File: src/rtl/uart_rx_frame_deserializer.sv
`timescale 1ns/1ps
// UART receive deserializer: start/data/parity/stop FSM on an oversampling tick, valid/ready output.
// Optional build macro UART_RX_MAJORITY_EN: 2-of-3 majority vote around mid-bit, decision moves to MID+1.
//
// state      | meaning
// IDLE       | line idle, waiting for a low sample
// START      | qualifying the start bit
// DATA       | shifting in data bits, LSB first
// PARITY     | checking the parity bit
// STOP       | sampling stop bit(s)
// WAIT_IDLE  | framing error seen, waiting for the line to return high
module uart_rx_frame_deserializer #(
  parameter int DATA_W     = 8,
  parameter int OVERSAMPLE = 16,
  parameter int PARITY     = 0,
  parameter int STOP_BITS  = 1
) (
  input  logic              clk_i,
  input  logic              rst_i,
  input  logic              baud_tick_i,
  input  logic              rxd_i,
  output logic [DATA_W-1:0] data_o,
  output logic              valid_o,
  input  logic              ready_i,
  output logic              parity_err_o,
  output logic              frame_err_o,
  output logic              overrun_o,
  input  logic              overrun_clr_i,
  output logic              busy_o
);

  localparam int CNT_W = $clog2(OVERSAMPLE);
  localparam int MID   = OVERSAMPLE / 2;
`ifdef UART_RX_MAJORITY_EN
  localparam logic [CNT_W-1:0] CNT_DEC = CNT_W'(MID + 1);
`else
  localparam logic [CNT_W-1:0] CNT_DEC = CNT_W'(MID);
`endif
  localparam logic [CNT_W-1:0] CNT_LAST = CNT_W'(OVERSAMPLE - 1);
  localparam logic [3:0]       IDX_LAST = 4'(DATA_W - 1);
  localparam logic             PAR_ODD  = 1'(PARITY == 2);

  localparam logic [2:0] ST_IDLE      = 3'd0;
  localparam logic [2:0] ST_START     = 3'd1;
  localparam logic [2:0] ST_DATA      = 3'd2;
  localparam logic [2:0] ST_PARITY    = 3'd3;
  localparam logic [2:0] ST_STOP      = 3'd4;
  localparam logic [2:0] ST_WAIT_IDLE = 3'd5;

  logic              rxd_m, rxd_s;
  logic [2:0]        state, state_n;
  logic [CNT_W-1:0]  cnt;
  logic [3:0]        bit_idx;
  logic              stop_idx;
  logic [DATA_W-1:0] shreg;
  logic              par_err, frm_err;
  logic              done_q;
  logic              bit_val;
  logic              at_dec, wrap, last_bit, last_stop;

  always_ff @(posedge clk_i) begin
    if (rst_i) begin
      rxd_m <= 1'b1;
      rxd_s <= 1'b1;
    end else begin
      rxd_m <= rxd_i;
      rxd_s <= rxd_m;
    end
  end

`ifdef UART_RX_MAJORITY_EN
  logic samp_a, samp_b;

  always_ff @(posedge clk_i) begin
    if (rst_i) begin
      samp_a <= 1'b1;
      samp_b <= 1'b1;
    end else if (baud_tick_i) begin
      if (cnt == CNT_W'(MID - 1)) samp_a <= rxd_s;
      if (cnt == CNT_W'(MID))     samp_b <= rxd_s;
    end
  end

  assign bit_val = (samp_a & samp_b) | (samp_a & rxd_s) | (samp_b & rxd_s);
`else
  assign bit_val = rxd_s;
`endif

  assign at_dec    = (cnt == CNT_DEC);
  assign wrap      = (cnt == CNT_LAST);
  assign last_bit  = (bit_idx == IDX_LAST);
  assign last_stop = (STOP_BITS == 1) || stop_idx;

  always_comb begin
    state_n = state;
    if (baud_tick_i) begin
      case (state)
        ST_IDLE:      if (!rxd_s) state_n = ST_START;
        ST_START: begin
          if (at_dec && bit_val) state_n = ST_IDLE;
          else if (wrap)         state_n = ST_DATA;
        end
        ST_DATA:      if (wrap && last_bit) state_n = (PARITY != 0) ? ST_PARITY : ST_STOP;
        ST_PARITY:    if (wrap) state_n = ST_STOP;
        // The last stop decision ends the frame immediately; no wait for the wrap.
        ST_STOP:      if (at_dec && last_stop) state_n = (frm_err | ~bit_val) ? ST_WAIT_IDLE : ST_IDLE;
        ST_WAIT_IDLE: if (rxd_s) state_n = ST_IDLE;
        default:      state_n = ST_IDLE;
      endcase
    end
  end

  always_ff @(posedge clk_i) begin
    if (rst_i) begin
      state    <= ST_IDLE;
      busy_o   <= 1'b0;
      cnt      <= '0;
      bit_idx  <= '0;
      stop_idx <= 1'b0;
      shreg    <= '0;
      par_err  <= 1'b0;
      frm_err  <= 1'b0;
      done_q   <= 1'b0;
    end else begin
      done_q <= 1'b0;
      if (baud_tick_i) begin
        state  <= state_n;
        busy_o <= (state_n != ST_IDLE);
        done_q <= (state == ST_STOP) && (state_n != ST_STOP);
        if (state_n != state || wrap || state == ST_IDLE || state == ST_WAIT_IDLE) cnt <= '0;
        else cnt <= cnt + 1'b1;
        case (state)
          ST_IDLE: begin
            bit_idx  <= '0;
            stop_idx <= 1'b0;
            par_err  <= 1'b0;
            frm_err  <= 1'b0;
          end
          ST_DATA: begin
            if (at_dec) shreg <= {bit_val, shreg[DATA_W-1:1]};
            if (wrap && !last_bit) bit_idx <= bit_idx + 1'b1;
          end
          ST_PARITY: if (at_dec) par_err <= bit_val ^ (^shreg) ^ PAR_ODD;
          ST_STOP: begin
            if (at_dec) frm_err <= frm_err | ~bit_val;
            if (wrap) stop_idx <= 1'b1;
          end
          default: ;
        endcase
      end
    end
  end

  always_ff @(posedge clk_i) begin
    if (rst_i) begin
      data_o       <= '0;
      valid_o      <= 1'b0;
      parity_err_o <= 1'b0;
      frame_err_o  <= 1'b0;
      overrun_o    <= 1'b0;
    end else begin
      if (done_q && (!valid_o || ready_i)) begin
        data_o       <= shreg;
        parity_err_o <= par_err;
        frame_err_o  <= frm_err;
        valid_o      <= 1'b1;
      end else if (valid_o && ready_i) begin
        valid_o <= 1'b0;
      end
      // A dropped frame outranks a clear in the same cycle.
      if (done_q && valid_o && !ready_i) overrun_o <= 1'b1;
      else if (overrun_clr_i)            overrun_o <= 1'b0;
    end
  end

endmodule

File: config.mk
export PLATFORM = sky130hd
export DESIGN_NAME = uart_rx_frame_deserializer
export DESIGN_NICKNAME = d
export VERILOG_FILES = /design/src/rtl/uart_rx_frame_deserializer.sv
export SDC_FILE = /design/constraint.sdc
export NUM_CORES = 1
export LEC_CHECK = 0
export BUFFER_PORTS_ARGS = -buffer_cell sky130_fd_sc_hd__buf_2
export CAP_MARGIN = 15
export CORE_MARGIN = 10
export CORE_UTILIZATION = 60
export DETAILED_ROUTE_END_ITERATION = 8
export GPL_ROUTABILITY_DRIVEN = 0
export PLACE_DENSITY = 0.84
export SLEW_MARGIN = 20
export SYNTH_ARGS = -nofsm -noshare
export SYNTH_HDL_FRONTEND = slang
export SYNTH_SLANG_ARGS = --single-unit
File: constraint.sdc
create_clock -name clk_i -period 2.44 [get_ports clk_i]
set_input_delay 0.732 -clock clk_i [delete_from_list [all_inputs] [get_ports clk_i]]
set_output_delay 0.732 -clock clk_i [all_outputs]
set_load 0.02 [all_outputs]
==> results.toml <==
[global_route]
grt_max_degree = 37
grt_pass1_wl_um = 5690
grt_pass1_vias = 1344
overflow = 0
grt_use_total = 0.130
antenna_found_initial = 0

[logic_synthesis]
syn_area_um2 = 1780
seq_area_frac_synth = 0.415
synthMostInstantiatedCell = "dfxtp_1"
synth_seq_cells = 37
synth_common_cells = "37 x dfxtp_1, 30 x nor2_1, 18 x mux2i_1, 11 x a21oi_1"
synthFlopType = "dfxtp_1"
syn_avg_cell_area_um2 = 9.10
synth_cells = 196
synth-edff-count = 0
synthArstFlopShare = 0
synth_cell_types = 45
synth_top_area_cell = "dfxtp_1"
yosys_warnings = 0
synth.area.top_cells = "dfxtp_1 42%, mux2i_1 10%, nor2_1 6.3%, xnor2_1 3.4%, a21oi_1 3.1%"
yosys.area.top_type_share = 0.415
postSynthNetCount = 205

[place]
placedCellCount = 236
hpwl_um = 2460
pre_cts_ws_ns = 0.137
io_buffers = 18

[sta]
layout_min_cycle_time_ns = 1.95
finalSetupTns_ns = 0
fin_crit_sh = 0.798
fin_skew_ns = 0.00881
setup_viol = 0
worst_slew_pin_slew_ns = 0.608
setup_slack_ns = 0.492
rsz0062_at_grt = "no"
max-slew-margin-rel = 0.595
finalHoldViolCount = 0
fmax_mhz = 513
slew_viol_final = 0

[power_and_ir_drop]
power_frac_seq = 0.621
switchingPower_uw = 228
p_total_uw = 985
clockPowerShare = 0.334
ir_drop_v = 0.000260
p_per_area_nw_per_um2 = 512
switching_share = 0.231
combPwrFrac = 0.045
p_int_uw = 758
power_leakage_nw = 0.814

[layout]
nets = 221
final_cells = 243
utilization = 0.686
diodes = 0
drive_gt1_frac = 0.151
area_growth_syn_to_layout_pct = 8.00

[worst_setup_path]
arrival_ns = 2.21
cp.required_ns = 2.70
crit_fanout = 14
endpoint_kind = "register"
crit_start = "state[1]"
setup.worst_path.start_class = "register"
crit_type = "reg2reg"
r2r_start = "state[1]"

[floorplan]
rows = 19
ios = 19
initial_core_util = 0.636
die_h_um = 74.5
dieArea_um2 = 5550
coreArea_um2 = 2810
die-width_um = 74.5

[clocking]
clock_sinks = 37
cts_tree = "built"
insertion_delay_ns = 0.34
cts-root-buf = "clkbuf_4"
clk_pin_slew_ns = 0.10
cts.path.max_buffers = 2
cts_setup_buffers = 0
cts_resized = 0
cts.htree.levels = 2
cts_hold_buf = 0
cts_buffers = 5

[route]
wl_per_cell_um = 13.8
drc = 0
wl_um = 3350
viasPerCell = 5.90
vias = 1433
firstDrtPassIters = 5
ant_nets = 0
drt-initial-drc-count = 110

[worst_hold_path]
hold_class = "reg2reg"
min-delay-start = "rxd_m"

[flow_run]
max_cap_viol_count = 0

[outcome]
status = "finished, final reports clean"
[path summary, 6_finish.rpt]
| path | endpoint | slack, ns | cells past startpoint |
|---|---|---|---|
| max | cnt[3] | 0.49 | 5 |
| min | bit_val | 0.42 | 1 |
| max reg2reg | cnt[3] | 0.49 | 5 |
| min reg2reg | bit_val | 0.42 | 1 |
[flip-flops by register name, indices dropped and copies added, names as in the netlist]
register / count
busy_o: 1
bit_idx: 4
parity_err_o: 1
overrun_o: 1
shreg: 8
bit_val: 1
frame_err_o: 1
cnt: 4
data_o: 8
rxd_m: 1
frm_err: 1
valid_o: 1
par_err: 1
state: 3
done_q: 1
[placed cells by master (no fill, tap or decap), types with 2 or more instances in the layout]
| cell | netlist | layout |
|---|---|---|
| or2_2 | 2 | 2 |
| nand4_1 | 7 | 7 |
| dfxtp_1 | 37 | 37 |
| ha_1 | 3 | 3 |
| nand2b_1 | 6 | 6 |
| mux2i_1 | 18 | 18 |
| a211oi_1 | 2 | 2 |
| o21ai_1 | 2 | 2 |
| nor2b_1 | 5 | 5 |
| nand4b_1 | 3 | 3 |
| o21a_1 | 3 | 3 |
| a21oi_1 | 11 | 11 |
| a21o_1 | 2 | 2 |
| nand2_1 | 7 | 7 |
| xor2_1 | 4 | 4 |
| nand3_1 | 7 | 7 |
| buf_2 | 3 | 18 |
| nor2_1 | 30 | 30 |
| and3b_1 | 2 | 2 |
| clkbuf_4 | 0 | 5 |
| xnor2_1 | 7 | 7 |
| inv_1 | 5 | 5 |
| and3_1 | 3 | 3 |
[cells by family (layout without fill, tap and decap cells)]
kind of cell | count (synthesis) | count (layout) | synth area share
simple gates | 82 | 82 | 0.246
flops | 37 | 37 | 0.415
compound gates | 29 | 29 | 0.116
mux | 19 | 19 | 0.107
buf+inv | 15 | 31 | 0.0400
xor+xnor | 11 | 11 | 0.0540
fa+ha+maj | 3 | 3 | 0.0211
[worst max-delay path: stages, from the launching register on]
cell and delay (ns):
dfxtp_1 0.63, mux2_1 0.37, a31o_1 0.21, a221oi_4 0.32
nand4_1 0.15, a31oi_1 0.20
[per-layer routing]
layer / GRT usage / part of all wire
met2: 0.202 / 0.48
met1: 0.144 / 0.42
met4: 0.0609 / 0.018
met3: 0.0665 / 0.085
met5: 0 / 0
[per-stage QoR]
step	hold WS [ns]	cell area (um2)
after floorplan	0.389	1780
after global placement	0.395	1870
after detailed placement	0.402	1870
after CTS	0.427	1930
after global routing	0.446	1930
final	0.422	1930
[final cells by class]
class	instances	area [um2]
inverter	5	18.8
sequential	37	741
clock inverter	1	7.51
clock buffer	6	51.3
multi-input combinational	144	971
fill	235	880
tap	31	38.8
timing repair buffer	19	97.6
[power groups by stage]
| stage | combinational [mW] | sequential (mW) | clock (mW) |
|---|---|---|---|
| 5_1_grt | 0.0496 | 0.613 | 0.368 |
| 2_1_floorplan | 0.0344 | 0.625 | 0 |
| 3_3_place_gp | 0.0422 | 0.626 | 0 |
| 3_5_place_dp | 0.0436 | 0.626 | 0 |
| 4_1_cts | 0.0438 | 0.612 | 0.339 |
| 6_report | 0.0439 | 0.612 | 0.329 |
No activity file was read; power rests on OpenSTA's default activity.
